==> src/rtl/qos_fc_ctrl_if.sv <==
// Bundle of threshold, occupancy, overflow and status signals between the QoS
// datapath and its flow-control supervisor. The master side (datapath or bench)
// drives the levels and counts. The slave side (qos_fc_ctrl) returns pause/status.
interface qos_fc_ctrl_if #(
    parameter int MW = 4,
    parameter int VW = 16,
    parameter int DW = 4
);
    logic                init;
    logic [MW-1:0]       UmbralesMFs_HIGH;
    logic [MW-1:0]       UmbralesMFs_LOW;
    logic [2*VW-1:0]     UmbralesVCs_HIGH;
    logic [2*VW-1:0]     UmbralesVCs_LOW;
    logic [2*DW-1:0]     UmbralesDs_HIGH;
    logic [2*DW-1:0]     UmbralesDs_LOW;
    logic [MW-1:0]       Main_cnt;
    logic [VW-1:0]       VC0_cnt;
    logic [VW-1:0]       VC1_cnt;
    logic [DW-1:0]       D0_cnt;
    logic [DW-1:0]       D1_cnt;
    logic [4:0]          fifo_ovf;
    logic [4:0]          pause;
    logic                init_out;
    logic                idle_out;
    logic                active_out;
    logic                error_out;
    logic [4:0]          error_full;

    modport master (
        output init, UmbralesMFs_HIGH, UmbralesMFs_LOW, UmbralesVCs_HIGH,
               UmbralesVCs_LOW, UmbralesDs_HIGH, UmbralesDs_LOW,
               Main_cnt, VC0_cnt, VC1_cnt, D0_cnt, D1_cnt, fifo_ovf,
        input  pause, init_out, idle_out, active_out, error_out, error_full
    );

    modport slave (
        input  init, UmbralesMFs_HIGH, UmbralesMFs_LOW, UmbralesVCs_HIGH,
               UmbralesVCs_LOW, UmbralesDs_HIGH, UmbralesDs_LOW,
               Main_cnt, VC0_cnt, VC1_cnt, D0_cnt, D1_cnt, fifo_ovf,
        output pause, init_out, idle_out, active_out, error_out, error_full
    );
endinterface

==> src/rtl/qos_fc_ctrl.sv <==
// Supervisory FSM for the QoS datapath: latches thresholds in INIT, drives hysteretic per-FIFO pause.
// Latency: every output is a flop, so input changes show up one rising edge later.
// Backpressure: pause[i] asserts at cnt>=HIGH and releases at cnt<=LOW. Overflows latch sticky error flags.
module qos_fc_ctrl #(
    parameter int MW = 4,
    parameter int VW = 16,
    parameter int DW = 4
) (
    input  logic          clk,
    input  logic          reset,
    qos_fc_ctrl_if.slave  bus
);

    typedef enum logic [2:0] {
        ST_RESET  = 3'd0,
        ST_INIT   = 3'd1,
        ST_IDLE   = 3'd2,
        ST_ACTIVE = 3'd3,
        ST_ERROR  = 3'd4
    } state_e;

    state_e          state_q,      state_d;
    logic [MW-1:0]   mf_hi_q,      mf_hi_d;
    logic [MW-1:0]   mf_lo_q,      mf_lo_d;
    logic [2*VW-1:0] vc_hi_q,      vc_hi_d;
    logic [2*VW-1:0] vc_lo_q,      vc_lo_d;
    logic [2*DW-1:0] d_hi_q,       d_hi_d;
    logic [2*DW-1:0] d_lo_q,       d_lo_d;
    logic [4:0]      pause_q,      pause_d;
    logic [4:0]      err_full_q,   err_full_d;
    logic            init_out_q,   init_out_d;
    logic            idle_out_q,   idle_out_d;
    logic            active_out_q, active_out_d;
    logic            error_out_q,  error_out_d;

    logic            all_empty;

    // Hysteresis for one FIFO: reaching HIGH sets (and wins), falling to LOW clears, else hold.
    function automatic logic hyst(input logic        cur,
                                  input logic [31:0] cnt,
                                  input logic [31:0] hi,
                                  input logic [31:0] lo);
        logic r;
        r = cur;
        if (cnt >= hi) begin
            r = 1'b1;
        end else if (cnt <= lo) begin
            r = 1'b0;
        end
        return r;
    endfunction

    // Datapath is drained only when every FIFO reports zero occupancy.
    always_comb begin
        all_empty = (bus.Main_cnt == '0) && (bus.VC0_cnt == '0) && (bus.VC1_cnt == '0)
                 && (bus.D0_cnt == '0) && (bus.D1_cnt == '0);
    end

    // Next-state, threshold capture, pause hysteresis and sticky overflow tracking.
    always_comb begin
        state_d    = state_q;
        mf_hi_d    = mf_hi_q;
        mf_lo_d    = mf_lo_q;
        vc_hi_d    = vc_hi_q;
        vc_lo_d    = vc_lo_q;
        d_hi_d     = d_hi_q;
        d_lo_d     = d_lo_q;
        pause_d    = pause_q;
        err_full_d = err_full_q;

        if (bus.init) begin
            // init dominates everything, including an overflow on the same edge.
            state_d    = ST_INIT;
            mf_hi_d    = bus.UmbralesMFs_HIGH;
            mf_lo_d    = bus.UmbralesMFs_LOW;
            vc_hi_d    = bus.UmbralesVCs_HIGH;
            vc_lo_d    = bus.UmbralesVCs_LOW;
            d_hi_d     = bus.UmbralesDs_HIGH;
            d_lo_d     = bus.UmbralesDs_LOW;
            pause_d    = '0;
            err_full_d = '0;
        end else begin
            err_full_d = err_full_q | bus.fifo_ovf;

            // The INIT window keeps following the threshold inputs until it is left.
            if (state_q == ST_INIT) begin
                mf_hi_d = bus.UmbralesMFs_HIGH;
                mf_lo_d = bus.UmbralesMFs_LOW;
                vc_hi_d = bus.UmbralesVCs_HIGH;
                vc_lo_d = bus.UmbralesVCs_LOW;
                d_hi_d  = bus.UmbralesDs_HIGH;
                d_lo_d  = bus.UmbralesDs_LOW;
            end

            // Pause only evaluates against thresholds that were already frozen.
            if ((state_q == ST_RESET) || (state_q == ST_INIT)) begin
                pause_d = '0;
            end else begin
                pause_d[0] = hyst(pause_q[0], 32'(bus.Main_cnt), 32'(mf_hi_q), 32'(mf_lo_q));
                pause_d[1] = hyst(pause_q[1], 32'(bus.VC0_cnt),
                                  32'(vc_hi_q[VW-1:0]), 32'(vc_lo_q[VW-1:0]));
                pause_d[2] = hyst(pause_q[2], 32'(bus.VC1_cnt),
                                  32'(vc_hi_q[2*VW-1:VW]), 32'(vc_lo_q[2*VW-1:VW]));
                pause_d[3] = hyst(pause_q[3], 32'(bus.D0_cnt),
                                  32'(d_hi_q[DW-1:0]), 32'(d_lo_q[DW-1:0]));
                pause_d[4] = hyst(pause_q[4], 32'(bus.D1_cnt),
                                  32'(d_hi_q[2*DW-1:DW]), 32'(d_lo_q[2*DW-1:DW]));
            end

            if (bus.fifo_ovf != 5'b0) begin
                state_d = ST_ERROR;
            end else begin
                case (state_q)
                    ST_RESET:  state_d = ST_INIT;
                    ST_INIT:   state_d = all_empty ? ST_IDLE : ST_ACTIVE;
                    ST_IDLE:   state_d = all_empty ? ST_IDLE : ST_ACTIVE;
                    ST_ACTIVE: state_d = all_empty ? ST_IDLE : ST_ACTIVE;
                    ST_ERROR:  state_d = ST_ERROR;
                    default:   state_d = ST_RESET;
                endcase
            end
        end

        init_out_d   = (state_d == ST_INIT);
        idle_out_d   = (state_d == ST_IDLE);
        active_out_d = (state_d == ST_ACTIVE);
        error_out_d  = (state_d == ST_ERROR);
    end

    // State, threshold and output registers; reset clears everything immediately.
    always_ff @(posedge clk or posedge reset) begin
        if (reset) begin
            state_q      <= ST_RESET;
            mf_hi_q      <= '0;
            mf_lo_q      <= '0;
            vc_hi_q      <= '0;
            vc_lo_q      <= '0;
            d_hi_q       <= '0;
            d_lo_q       <= '0;
            pause_q      <= '0;
            err_full_q   <= '0;
            init_out_q   <= 1'b0;
            idle_out_q   <= 1'b0;
            active_out_q <= 1'b0;
            error_out_q  <= 1'b0;
        end else begin
            state_q      <= state_d;
            mf_hi_q      <= mf_hi_d;
            mf_lo_q      <= mf_lo_d;
            vc_hi_q      <= vc_hi_d;
            vc_lo_q      <= vc_lo_d;
            d_hi_q       <= d_hi_d;
            d_lo_q       <= d_lo_d;
            pause_q      <= pause_d;
            err_full_q   <= err_full_d;
            init_out_q   <= init_out_d;
            idle_out_q   <= idle_out_d;
            active_out_q <= active_out_d;
            error_out_q  <= error_out_d;
        end
    end

    assign bus.pause      = pause_q;
    assign bus.error_full = err_full_q;
    assign bus.init_out   = init_out_q;
    assign bus.idle_out   = idle_out_q;
    assign bus.active_out = active_out_q;
    assign bus.error_out  = error_out_q;

endmodule

==> src/flat_wrapper.sv <==
// flat-port wrapper written by rule: the top's interface ports become plain ports
module qos_fc_ctrl_flat 
#(
    parameter int MW = 4,
    parameter int VW = 16,
    parameter int DW = 4
)
  (clk, reset, bus_init, bus_UmbralesMFs_HIGH, bus_UmbralesMFs_LOW, bus_UmbralesVCs_HIGH, bus_UmbralesVCs_LOW, bus_UmbralesDs_HIGH, bus_UmbralesDs_LOW, bus_Main_cnt, bus_VC0_cnt, bus_VC1_cnt, bus_D0_cnt, bus_D1_cnt, bus_fifo_ovf, bus_pause, bus_init_out, bus_idle_out, bus_active_out, bus_error_out, bus_error_full);
  qos_fc_ctrl_if #(.MW(MW), .VW(VW), .DW(DW)) bus_i ();
  input  logic clk;
  input  logic reset;
  input wire logic [$bits(bus_i.init)-1:0] bus_init;
  input wire logic [$bits(bus_i.UmbralesMFs_HIGH)-1:0] bus_UmbralesMFs_HIGH;
  input wire logic [$bits(bus_i.UmbralesMFs_LOW)-1:0] bus_UmbralesMFs_LOW;
  input wire logic [$bits(bus_i.UmbralesVCs_HIGH)-1:0] bus_UmbralesVCs_HIGH;
  input wire logic [$bits(bus_i.UmbralesVCs_LOW)-1:0] bus_UmbralesVCs_LOW;
  input wire logic [$bits(bus_i.UmbralesDs_HIGH)-1:0] bus_UmbralesDs_HIGH;
  input wire logic [$bits(bus_i.UmbralesDs_LOW)-1:0] bus_UmbralesDs_LOW;
  input wire logic [$bits(bus_i.Main_cnt)-1:0] bus_Main_cnt;
  input wire logic [$bits(bus_i.VC0_cnt)-1:0] bus_VC0_cnt;
  input wire logic [$bits(bus_i.VC1_cnt)-1:0] bus_VC1_cnt;
  input wire logic [$bits(bus_i.D0_cnt)-1:0] bus_D0_cnt;
  input wire logic [$bits(bus_i.D1_cnt)-1:0] bus_D1_cnt;
  input wire logic [$bits(bus_i.fifo_ovf)-1:0] bus_fifo_ovf;
  output wire logic [$bits(bus_i.pause)-1:0] bus_pause;
  output wire logic [$bits(bus_i.init_out)-1:0] bus_init_out;
  output wire logic [$bits(bus_i.idle_out)-1:0] bus_idle_out;
  output wire logic [$bits(bus_i.active_out)-1:0] bus_active_out;
  output wire logic [$bits(bus_i.error_out)-1:0] bus_error_out;
  output wire logic [$bits(bus_i.error_full)-1:0] bus_error_full;
  assign bus_i.init = bus_init;
  assign bus_i.UmbralesMFs_HIGH = bus_UmbralesMFs_HIGH;
  assign bus_i.UmbralesMFs_LOW = bus_UmbralesMFs_LOW;
  assign bus_i.UmbralesVCs_HIGH = bus_UmbralesVCs_HIGH;
  assign bus_i.UmbralesVCs_LOW = bus_UmbralesVCs_LOW;
  assign bus_i.UmbralesDs_HIGH = bus_UmbralesDs_HIGH;
  assign bus_i.UmbralesDs_LOW = bus_UmbralesDs_LOW;
  assign bus_i.Main_cnt = bus_Main_cnt;
  assign bus_i.VC0_cnt = bus_VC0_cnt;
  assign bus_i.VC1_cnt = bus_VC1_cnt;
  assign bus_i.D0_cnt = bus_D0_cnt;
  assign bus_i.D1_cnt = bus_D1_cnt;
  assign bus_i.fifo_ovf = bus_fifo_ovf;
  assign bus_pause = bus_i.pause;
  assign bus_init_out = bus_i.init_out;
  assign bus_idle_out = bus_i.idle_out;
  assign bus_active_out = bus_i.active_out;
  assign bus_error_out = bus_i.error_out;
  assign bus_error_full = bus_i.error_full;
  qos_fc_ctrl #(.MW(MW), .VW(VW), .DW(DW)) u_core (.clk(clk), .reset(reset), .bus(bus_i));
endmodule
==> config.mk <==
export PLATFORM = sky130hd
export DESIGN_NAME = qos_fc_ctrl_flat
export DESIGN_NICKNAME = d
export VERILOG_FILES = /design/src/rtl/qos_fc_ctrl_if.sv /design/src/rtl/qos_fc_ctrl.sv /design/src/flat_wrapper.sv
export SDC_FILE = /design/constraint.sdc
export NUM_CORES = 1
export LEC_CHECK = 0
export BUFFER_PORTS_ARGS = -buffer_cell sky130_fd_sc_hd__buf_2
export CORE_MARGIN = 2
export CORE_UTILIZATION = 45
export CTS_BUF_LIST = sky130_fd_sc_hd__clkbuf_8
export DETAILED_ROUTE_END_ITERATION = 10
export GPL_ROUTABILITY_DRIVEN = 0
export PLACE_DENSITY = 0.7
export SLEW_MARGIN = 20
export SYNTH_ARGS = -nofsm -noshare
export SYNTH_HDL_FRONTEND = slang
export SYNTH_SLANG_ARGS = --single-unit
export TNS_END_PERCENT = 1
==> constraint.sdc <==
create_clock -name clk -period 4 [get_ports clk]
set_input_delay 0.2 -clock clk [delete_from_list [all_inputs] [get_ports clk]]
set_output_delay 0.2 -clock clk [all_outputs]
set_load 0.02 [all_outputs]
# Yosys cells after proc, flatten, opt, wreduce, memory -nomap -nowiden
# Index checks and enable logic that the tools add are counted.
totals:
  register_bits: 105
  in_bits: 140
  word_cells: 84
classes:
  order_cmp: 10
  n_eq_ne: 8
  n_mux: 29
  bitwise: 1
  n_reduce_logical: 19
op_table:
  columns: ["cell", "count"]
  rows:
  - ["two-way mux 32 bit", 4]
  - [">= comparator 16 bit", 2]
  - ["less-or-equal comparator 16 bit", 2]
  - ["zero test 16 bit", 2]
  - ["two-way mux 8 bit", 4]
  - ["nonzero test 4 bit", 5]
  - ["two-way mux 4 bit", 4]
  - ["two-way mux 5 bit", 3]
  - ["== test 3 x 2 -> 1 bit (second input constant)", 4]
  - [">= comparator 4 bit", 3]
  - ["less-or-equal comparator 4 bit", 3]
  - ["zero test 4 bit", 3]
  - ["two-way mux 1 bit", 11]
  - ["case mux 3 bit (3 select lines)", 1]
  - ["== test 3 x 1 -> 1 bit (second input constant)", 2]
  - ["== test 3 bit (second input constant)", 2]
  - ["two-way mux 3 bit", 2]
  - ["bitwise OR 5 bit", 1]
  - ["nonzero test 5 bit", 1]
  - ["logical AND 1 bit", 4]
  - ["zero test 3 bit", 1]
  - ["OR reduction 3 bit", 1]
  - ["nonzero test 2 bit", 1]
  - ["logical OR 1 bit", 1]

# Logic depth before layout (Yosys ltp)
# Gate-level depths: netlist (run 1).
logic_depth:
  word_depth: 10
  ltp_mapped: 7

# Least setup slack after synthesis (run 1)
# Ideal clock, no wire load.
synth_timing:
  kind: "flip-flop to flip-flop"
  start: "register u_core.vc_hi_q[16]"
  end: "register u_core.pause_q[2] (netlist: u_core.bus.pause[2])"
  arrival_time_ns: 1.514
  setup_slack_ns: 2.352
  stages_incl_launch_ff: 7
  n_path_buf: 0
  period_less_slack_ns: 1.648
  path_cell_list: "dfrtp_1 ha_1 nand2b_1 a211oi_1 o211ai_1 a2111oi_0 o22ai_1"
synth_via:
  elab_chain_len: 4
synth_lines:
  columns: ["element", "line", "rtl"]
  rows:
  - ["from (decl)", "qos_fc_ctrl.sv:25", "logic [2*VW-1:0] vc_hi_q, vc_hi_d;"]
  - ["from (signal assigned)", "qos_fc_ctrl.sv:150", "vc_hi_q <= vc_hi_d;"]
  - [">= comparator 16 bit (*)", "qos_fc_ctrl.sv:45", "if (cnt >= hi) begin"]
  - ["two-way mux 1 bit", "qos_fc_ctrl.sv:45", null]
  - ["two-way mux 5 bit", "qos_fc_ctrl.sv:96", "if ((state_q == ST_RESET) || (state_q == ST_INIT)) begin"]
  - ["two-way mux 5 bit", "qos_fc_ctrl.sv:71", "if (bus.init) begin"]
  - ["to (signal assigned)", "qos_fc_ctrl.sv:154", "pause_q <= pause_d;"]
  - ["to (decl)", "qos_fc_ctrl.sv:29", "logic [4:0] pause_q, pause_d;"]
# Mark *: on every way between the ends. The rest lies on a longest branch, timed or not.
# A chain may end at the register's enable or synchronous reset.

# Final worst setup path (run 1)
layout_timing:
  start: "register u_core.state_q[2]"
  end: "register u_core.vc_lo_q[16]"
layout_via:
  elab_chain_len: 2
layout_lines:
  columns: ["element", "line", "rtl"]
  rows:
  - ["from (decl)", "qos_fc_ctrl.sv:22", "state_e state_q, state_d;"]
  - ["from (signal assigned)", "qos_fc_ctrl.sv:147", "state_q <= state_d;"]
  - ["== test 3 x 1 -> 1 bit", "qos_fc_ctrl.sv:86", "if (state_q == ST_INIT) begin"]
  - ["nonzero test 2 bit (no line)", null, null]
  - ["to (signal assigned)", "qos_fc_ctrl.sv:151", "vc_lo_q <= vc_lo_d;"]
  - ["to (decl)", "qos_fc_ctrl.sv:26", "logic [2*VW-1:0] vc_lo_q, vc_lo_d;"]
# No other way between the ends.

==> impl_metrics.env, run 1 <==
export IMPL_cp_slowest_stage_delay_ns=0.56
export IMPL_drtAntennaViolNets=0
export IMPL_post_cts_resized=0
export IMPL_routed_wl_um=14000
export IMPL_synthCells=631
export IMPL_fmaxAchievable_mhz=476
export IMPL_postPlaceCellArea_um2=6860
export IMPL_synthesis_area_um2=5900
export IMPL_layout_min_cycle_time_ns=2.10
export IMPL_overflow=0
export IMPL_num_rows=41
export IMPL_slew_viol_final=0
export IMPL_drtIter0Drc=219
export IMPL_crit_buf_inv=1
export IMPL_tightest_slew_ns=0.730
export IMPL_finalSetupTns_ns=0
export IMPL_syn_nets=859
export IMPL_peakVddDrop_mv=0.136
export IMPL_grt_usage=0.212
export IMPL_p_sw_mw=0.727
export IMPL_crit_type="flop to flop"
export IMPL_hold_viol_final=80
export IMPL_final_cell_mix="153 x buf_2, 105 x dfrtp_1, 92 x nand2_1, 88 x ha_1, 87 x inv_1"
export IMPL_required_ns=4.26
export IMPL_syn_avg_cell_area_um2=9.35
export IMPL_grt_pass1_vias=5067
export IMPL_sequentialPowerShare=0.499
export IMPL_fin_nets=1008
export IMPL_r2r_cells=5
export IMPL_via_per_inst=5.04
export IMPL_hold_buffers=0
export IMPL_pwr_share_clk=0.251
export IMPL_violations="hold timing"
export IMPL_combPwrFrac=0.250
export IMPL_worstReg2RegEnd="u_core.vc_lo_q[16]"
export IMPL_finalSetupViolations=0
export IMPL_clk_path_buf_depth=2
export IMPL_outcome="finished, violations left"
export IMPL_dr_pass1_iters=5
export IMPL_initial_core_util=0.464
export IMPL_fin_skew_ns=0.00978
export IMPL_r2r_start="u_core.state_q[2]"
export IMPL_pin_count=154
export IMPL_wl_per_cell_um=14.7
export IMPL_cts_tree="yes"
export IMPL_ys_ff_latch=105
export IMPL_yosysUniqueCellTypes=36
export IMPL_via_count=4806
export IMPL_rsz0062_at_grt="false"
export IMPL_p_leak_nw=3.70
export IMPL_num_antenna_cells=0
export IMPL_syn_to_final_growth_pct=19.2
export IMPL_p_per_area_nw_per_um2=345
export IMPL_timing_slew_headroom=0.513
export IMPL_post_dp_hpwl_um=11000
export IMPL_grt_max_degree=82
export IMPL_clock_sinks=105
export IMPL_root_buffer="clkbuf_8"
export IMPL_cp_slowest_cell="nor2_4"
export IMPL_cp_top_family="simple AND/OR/NAND/NOR gates"
export IMPL_postCtsSetupRepairBufs=0
export IMPL_cp_data_arrival_time_ns=2.36
export IMPL_clock_latency_ns=0.37
export IMPL_cts_buffers=9
export IMPL_drc=0
export IMPL_p_int_mw=1.70
export IMPL_die_area_um2=14000
export IMPL_min_path_type="input pin to asynchronous set/reset pin"
export IMPL_cts_max_level=3
export IMPL_crit_fanout=34
export IMPL_die_width_um=119
export IMPL_final_layout_size_suffix_gt1_frac=0.238
export IMPL_core_um2=12700
export IMPL_rrSetupSlack_ns=1.90
export IMPL_p_sw_frac=0.300
export IMPL_worst_setup_path_end_kind="flop"
export IMPL_yosysWarnings=0
export IMPL_path_common_cell="nor2_1"
export IMPL_seq_area_frac_synth=0.445
export IMPL_grt_antenna_before_repair=0
export IMPL_crit_chain="nor2_1 -> nor2_1 -> nor2_4 -> buf_4 -> mux2_2"
export IMPL_cp_start_kind="flop"
export IMPL_finalInstanceArea_um2=7030
export IMPL_hold_slack_ns=-0.0319
export IMPL_die_height_um=119
export IMPL_portBuffers=153
export IMPL_finalCritPeriodShare=0.525
export IMPL_final_common_cell="buf_2"
export IMPL_clk_pin_slew_worst_paths_ns=0.09
export IMPL_grt_pass1_wl_um=23800
export IMPL_drv_cap=0
## synth_stat cells
library cell	instances	share of area
nor2b_1	5	0.0053
nand4_1	12	0.013
nor3_1	3	0.0025
nand4b_1	1	0.0015
dfrtp_1	105	0.45
clkbuf_2	1	0.00085
and2_1	1	0.0011
nor3b_2	1	0.0021
nand3_1	9	0.0076
clkbuf_1	16	0.010
o22ai_1	2	0.0021
o21bai_1	2	0.0025
a211o_1	1	0.0015
o21ai_0	86	0.073
nand2b_1	5	0.0053
nor3_4	1	0.0028
a41oi_1	1	0.0015
o211ai_1	6	0.0076
a211oi_1	5	0.0064
a2111oi_0	1	0.0015
buf_1	2	0.0013
ha_1	88	0.19
or2_2	1	0.0011
or4_4	1	0.0019
mux2_2	10	0.019
nand2_1	92	0.059
and4_1	1	0.0015
nor2_1	20	0.013
or3_4	1	0.0019
nor4_1	14	0.015
inv_1	87	0.055
a21o_1	9	0.011
a221o_1	2	0.0034
a21oi_1	30	0.025
o21a_1	8	0.010
a21boi_0	1	0.0013
## state kept, by name, summed over array words and instances, names as in the netlist, 3 cells and up
register               flops
u_core.vc_lo_q            32
u_core.state_q             3
u_core.bus.pause           5
u_core.mf_hi_q             4
u_core.bus.error_full      5
u_core.mf_lo_q             4
u_core.d_lo_q              8
u_core.vc_hi_q            32
u_core.d_hi_q              8
## power by group through the flow
| stage | Clock, mW | Combinational [mW] | Sequential, mW |
|---|---|---|---|
| final | 0.608 | 0.607 | 1.21 |
| after global routing | 0.683 | 0.707 | 1.22 |
| after CTS | 0.635 | 0.615 | 1.21 |
| after detailed placement | 0 | 0.609 | 1.23 |
| after global placement | 0 | 0.580 | 1.23 |
| after floorplan | 0 | 0.387 | 1.23 |
## logic make-up (layout without fill, tap and decap cells)
logic type                 Yosys count  in the layout  synth area share
buffers and inverters              106            257            0.0677
AOI/OAI and AO/OA                  154            154             0.148
adders and majority gates           88             88             0.187
and+or+nand+nor                    168            168             0.133
muxes                               10             10            0.0191
DFF                                105            105             0.445
## per-stage QoR
| step | hold slack (ns) | utilization | setup slack (ns) | instances | total power, mW |
|---|---|---|---|---|---|
| after global placement | 0.405 | 0.539 | 1.99 | 941 | 1.81 |
| final | -0.0319 | 0.553 | 1.90 | 954 | 2.43 |
| after detailed placement | 0.408 | 0.539 | 1.92 | 941 | 1.84 |
| after global routing | 0.00329 | 0.553 | 1.73 | 954 | 2.61 |
| after floorplan | 0.317 | - | 1.04 | 631 | 1.62 |
| after CTS | 0.00323 | 0.553 | 1.92 | 954 | 2.46 |
## per-layer routing
metal	up-vias	global-route usage	wire, um
li1	2442	-	-
met1	2213	0.291	6510
met2	129	0.340	6510
met3	22	0.0319	649
met4	0	0.0841	312
met5	-	0	0
## worst register-to-register path, delay by kind of cell, from the launching register on
family,cells,cell delay (ns)
buffers and inverters,1,0.42
DFF,1,0.40
muxes,1,0.38
and+or+nand+nor,3,0.79
## area by class of cell
type                    count  area [um2]
fillers                  1233        5690
multi-input cells         420        2880
flip-flops and latches    105        2630
repair buffers            157         808
inverters                  87         332
well taps                 172         215
clock buffers              12         165
clock inverters             1        3.75
## how the worst max path moves through the flow
stage | start | to | slack (ns) | depth (start not counted)
6_report | u_core.state_q[2] | u_core.vc_lo_q[16] | 1.90 | 5
5_1_grt | u_core.state_q[2] | u_core.vc_lo_q[16] | 1.73 | 5
2_1_floorplan | reset | u_core.bus.active_out | 1.04 | 1
4_1_cts | u_core.state_q[2] | u_core.vc_lo_q[16] | 1.92 | 5
3_3_place_gp | u_core.state_q[2] | u_core.vc_hi_q[16] | 1.99 | 5
3_5_place_dp | u_core.state_q[2] | u_core.vc_lo_q[16] | 1.92 | 5
(Power assumes the default switching activity.)
==> run 2, diff against run 1 <==
==> constraint.sdc (replaced) <==
create_clock -name clk -period 1.95 [get_ports clk]
set_input_delay 0.0975 -clock clk [delete_from_list [all_inputs] [get_ports clk]]
set_output_delay 0.0975 -clock clk [all_outputs]
set_load 0.02 [all_outputs]
==> run 2 against run 1 <==
  * The run now ends clean
  * Routed wire length rose by 12%
  * Clock power rose by 110%
  * Final cell count rose by 11%
  * Hold slack improved by 0.079 ns
  * Die area did not move
  * Power rose by 110%
  * Critical path depth rose by 1
  * Count of clock-buffer cells in the layout fell by 1
==> impl_metrics.env, run 2 (synthesized netlist as in run 1, its figures left out) <==
export IMPL_outcome="finished, final reports clean"
export IMPL_cp_start_kind="input pin"
export IMPL_clock_latency_ns=0.38
export IMPL_clk_pin_slew_worst_paths_ns=0.10
export IMPL_wl_met2_um=7430
export IMPL_core_um2=12700
export IMPL_slew_viol_final=0
export IMPL_wl_per_cell_um=14.8
export IMPL_cp_top_family="simple AND/OR/NAND/NOR gates"
export IMPL_fmaxAchievable_mhz=571
export IMPL_p_leak_nw=4.13
export IMPL_peakVddDrop_mv=0.453
export IMPL_pre_cts_slack_ns=0.154
export IMPL_clk_path_buf_depth=2
export IMPL_min_path_type="input pin to flop"
export IMPL_drv_cap=0
export IMPL_grt_pass1_wl_um=26300
export IMPL_drtIter0Drc=260
export IMPL_cts_buffers=9
export IMPL_dr_pass1_iters=5
export IMPL_final_cell_mix="153 x buf_2, 105 x dfrtp_1, 94 x dlygate4sd3_1, 92 x nand2_1"
export IMPL_top_regs="u_core.vc_hi_q x32, u_core.vc_lo_q x32"
export IMPL_top_layer_used="met4"
export IMPL_die_width_um=119
export IMPL_drc=0
export IMPL_rsz0062_at_grt="false"
export IMPL_drt_met1_wl_um=7030
export IMPL_tightest_slew_ns=0.669
export IMPL_crit_type="input pin to flop"
export IMPL_drtAntennaViolNets=0
export IMPL_final_common_cell="buf_2"
export IMPL_cts_tree="yes"
export IMPL_num_rows=41
export IMPL_num_antenna_cells=0
export IMPL_root_buffer="clkbuf_8"
export IMPL_routed_wl_um=15600
export IMPL_cp_data_arrival_time_ns=2.06
export IMPL_pin_count=154
export IMPL_grt_antenna_before_repair=0
export IMPL_crit_chain="dlygate4sd3_1 -> buf_2 -> or4_4 -> or3_4 -> nor3_4 -> nor2b_1"
export IMPL_dr_wl_met3_um=784
export IMPL_grt_usage=0.232
export IMPL_finalCritPeriodShare=0.899
export IMPL_timing_slew_headroom=0.554
export IMPL_fin_nets=1106
export IMPL_syn_to_final_growth_pct=36.3
export IMPL_crit_buf_inv=2
export IMPL_fin_util=0.632
export IMPL_worst_setup_path_end_kind="flop"
export IMPL_finalSetupTns_ns=0
export IMPL_postCtsSetupRepairBufs=0
export IMPL_cts_max_level=3
export IMPL_crit_fanout=4
export IMPL_portBuffers=153
export IMPL_finalSetupViolations=0
export IMPL_fin_skew_ns=0.00932
export IMPL_cp_slowest_cell="dlygate4sd3_1"
export IMPL_required_ns=2.26
export IMPL_cp_slowest_stage_delay_ns=0.54
export IMPL_grt_max_degree=66
export IMPL_via_per_inst=5.04
export IMPL_via_count=5313
export IMPL_layout_min_cycle_time_ns=1.75
export IMPL_die_area_um2=14000
export IMPL_clock_sinks=105
export IMPL_overflow=0
export IMPL_final_layout_size_suffix_gt1_frac=0.220
export IMPL_grt_pass1_vias=5603
export IMPL_die_height_um=119
export IMPL_setup_ws_ns=0.198
export IMPL_post_dp_hpwl_um=10900
export IMPL_hold_viol_final=0
export IMPL_initial_core_util=0.464
export IMPL_p_per_area_nw_per_um2=644
## run 2: cell types whose count changed in the layout (fill, tap and decap cells not counted), sizes merged
cell and change:
dlygate4sd3 +94, buf +4, clkinv +3, clkbuf -1, clkinvlp +1
## run 2: worst paths after layout
path                                            endpoint  slack, ns  cells past startpoint                startpoint
max in group asynchronous              u_core.vc_hi_q[1]       1.00                      4                     reset
worst min-delay path                u_core.bus.error_out       0.05                      2                  bus_init
worst max-delay path               u_core.bus.active_out       0.20                      6           bus_fifo_ovf[1]
worst min register to register  u_core.bus.error_full[1]       0.50                      2  u_core.bus.error_full[1]
worst max register to register       u_core.bus.pause[2]       0.21                      7        u_core.vc_lo_q[27]
min in group asynchronous             u_core.vc_lo_q[27]       0.32                      4                     reset
## run 2: metal layers
metal	vias up	track usage
met2	160	0.379
met4	0	0.0818
met3	33	0.0497
met1	2477	0.304
li1	2643	-
met5	-	0
## run 2: area by class of cell
class                           instances  area (um2)
Timing Repair Buffer                  255        1800
Inverter                               87         330
Fill cell                            1044        4680
Sequential cell                       105        2630
Multi-Input combinational cell        420        2890
Clock inverter                          5        22.5
Clock buffer                           11         151
Tap cell                              172         215
## run 2: per-stage QoR
stage / hold slack (ns) / std cells / cell area (um2) / power [mW]
after floorplan: 0.214 / 631 / 5900 / 3.32
after global placement: 0.206 / 945 / 6920 / 3.72
after detailed placement: 0.205 / 945 / 6920 / 3.79
after CTS: 0.0261 / 1055 / 8030 / 5.22
after global routing: 0.0475 / 1055 / 8040 / 5.56
final: 0.0467 / 1055 / 8040 / 5.18
## run 2: power by group
part / internal, mW / switching, mW
sequential: 2.41 / 0.0769
combinational: 0.672 / 0.764
clock: 0.520 / 0.740
total: 3.60 / 1.58
## run 2: repair_timing
item                                    4_1_cts  5_1_grt
hold buffers                                 94        0
resized for setup                             0        3
endpoints found under the hold margin       198        0
endpoints found under the setup margin        0        1
==> run 3, diff against run 2 <==
--- a/config.mk
+++ b/config.mk
@@ -6,7 +6,7 @@
 export NUM_CORES = 1
 export LEC_CHECK = 0
 export BUFFER_PORTS_ARGS = -buffer_cell sky130_fd_sc_hd__buf_2
-export CORE_MARGIN = 2
+export CORE_MARGIN = 10
 export CORE_UTILIZATION = 45
 export CTS_BUF_LIST = sky130_fd_sc_hd__clkbuf_8
 export DETAILED_ROUTE_END_ITERATION = 10
==> run 3 against run 2 <==
  * Sequential cell count unchanged
  * Core utilization is 0.42 points higher
  * Combinational power about the same
  * Hold slack got worse by 0.0050 ns
  * Count of clock-buffer cells in the layout fell by 1
  * Critical path type is now flop to flop
  * Design area up 0.67%
  * Die area increased by 29%
  * Routed wire length rose by 10%
  * Clock power is 30% higher
  * Critical path depth increased by 1
  * Global-route usage decreased by 3.9 points
==> impl_metrics.env, run 3 (synthesized netlist as in run 1, its figures left out) <==
export IMPL_top_regs="u_core.vc_hi_q x32, u_core.vc_lo_q x32"
export IMPL_cts_buffers=9
export IMPL_grt_antenna_before_repair=1
export IMPL_grt_max_degree=106
export IMPL_worst_setup_path_end_kind="flop"
export IMPL_grt_util_met3=0.0482
export IMPL_p_leak_nw=4.15
export IMPL_final_layout_size_suffix_gt1_frac=0.219
export IMPL_finalCritPeriodShare=0.908
export IMPL_p_per_area_nw_per_um2=687
export IMPL_cts_tree="yes"
export IMPL_die_area_um2=18100
export IMPL_cp_start_kind="flop"
export IMPL_pin_count=154
export IMPL_die_width_um=135
export IMPL_syn_to_final_growth_pct=37.2
export IMPL_crit_type="flop to flop"
export IMPL_crit_fanout=2
export IMPL_finalSetupViolations=0
export IMPL_grt_usage=0.193
export IMPL_post_dp_hpwl_um=12000
export IMPL_peakVddDrop_mv=0.406
export IMPL_num_rows=41
export IMPL_grt_pass1_wl_um=28300
export IMPL_clock_latency_ns=0.38
export IMPL_die_height_um=135
export IMPL_min_path_type="input pin to flop"
export IMPL_grtUsageMet2=0.325
export IMPL_fin_nets=1105
export IMPL_wl_per_cell_um=16.3
export IMPL_slew_viol_final=0
export IMPL_via_per_inst=5.09
export IMPL_clk_pin_slew_worst_paths_ns=0.10
export IMPL_hold_viol_final=0
export IMPL_fin_skew_ns=0.00827
export IMPL_dr_pass1_iters=5
export IMPL_root_buffer="clkbuf_8"
export IMPL_clk_path_buf_depth=2
export IMPL_finalSetupTns_ns=0
export IMPL_required_ns=2.21
export IMPL_outcome="finished, final reports clean"
export IMPL_gr_usage_met1=0.229
export IMPL_portBuffers=153
export IMPL_fmaxAchievable_mhz=565
export IMPL_cp_data_arrival_time_ns=2.03
export IMPL_drtAntennaViolNets=0
export IMPL_drc=0
export IMPL_cts_max_level=3
export IMPL_via_count=5367
export IMPL_drv_cap=0
export IMPL_core_um2=12700
export IMPL_layout_min_cycle_time_ns=1.77
export IMPL_initial_core_util=0.464
export IMPL_drtIter0Drc=359
export IMPL_hold_slack_ns=0.0417
export IMPL_final_cell_mix="153 x buf_2, 105 x dfrtp_1, 94 x dlygate4sd3_1, 92 x nand2_1, 88 x ha_1"
export IMPL_busiest_layer="met2"
export IMPL_final_common_cell="buf_2"
export IMPL_grt_pass1_vias=5790
export IMPL_rsz0062_at_grt="false"
export IMPL_routed_wl_um=17200
export IMPL_clock_sinks=105
export IMPL_tightest_slew_ns=0.637
export IMPL_timing_slew_headroom=0.575
export IMPL_overflow=0
run 3: cell count changes in the layout (fill, tap and decap cells not counted):
cell,delta
buf_4,-1
a2111oi_2,-1
inv_1,-2
diode_2,+1
clkbuf_8,-1
a211oi_2,-1
a211oi_1,+1
bufinv_16,+3
a2111oi_1,+1
run 3: repair_timing:
| action | 4_1_cts | 5_1_grt |
|---|---|---|
| buffers inserted | 0 | 0 |
| hold buffers | 94 | 0 |
| resized for setup | 0 | 1 |
| setup endpoints to repair | 0 | 1 |
| hold endpoints to repair | 199 | 0 |
run 3: power by group:
| part | internal, mW | leakage (nW) | switching [mW] | total, mW |
|---|---|---|---|---|
| clock network | 0.881 | 0.126 | 0.760 | 1.64 |
| registers | 2.41 | 1.28 | 0.0777 | 2.48 |
| logic | 0.669 | 2.74 | 0.767 | 1.44 |
| total | 3.96 | 4.15 | 1.60 | 5.56 |
run 3: path summary, 6_finish.rpt:
path / from / to / slack [ns] / depth (start not counted)
min: bus_init / u_core.bus.error_out / 0.04 / 2
max: u_core.vc_lo_q[21] / u_core.bus.pause[2] / 0.18 / 7
max reg2reg: u_core.vc_lo_q[21] / u_core.bus.pause[2] / 0.18 / 7
min in group asynchronous: reset / u_core.d_hi_q[2] / 0.35 / 4
min reg2reg: u_core.bus.error_full[2] / u_core.bus.error_full[2] / 0.50 / 2
max in group asynchronous: reset / u_core.vc_hi_q[27] / 1.05 / 4
run 3: critical path, cell delays in order, from the launching register on:
cell	delay [ns]
dfrtp_1	0.37
inv_1	0.07
ha_1	0.24
a21oi_1	0.16
o21ai_0	0.10
a221o_1	0.34
a211oi_1	0.26
o22ai_1	0.12
run 3: final cells by class:
class / instances / area [um2]
diodes: 1 / 2.50
clock buffers: 10 / 138
clock inverters: 6 / 105
fillers: 1030 / 4630
inverters: 87 / 330
multi-input cells: 420 / 2880
flip-flops and latches: 105 / 2630
well taps: 172 / 215
repair buffers: 254 / 1800
run 3: metal layers:
| layer | wire length [um] | up-vias |
|---|---|---|
| met5 | 0 | - |
| met1 | 7350 | 2511 |
| met2 | 8350 | 168 |
| met4 | 496 | 0 |
| met3 | 1020 | 40 |
| li1 | - | 2648 |
run 3: through the flow:
step / area [um2] / total power [mW] / util / setup slack [ns] / cells
finish: 8100 / 5.56 / 0.636 / 0.180 / 1055
global route: 8100 / 5.92 / 0.636 / 0.0469 / 1055
CTS: 8090 / 5.60 / 0.636 / 0.159 / 1054
detailed placement: 6910 / 3.79 / 0.543 / 0.161 / 944
global placement: 6910 / 3.73 / 0.543 / 0.191 / 944
floorplan: 5900 / 3.32 / - / 0.302 / 631
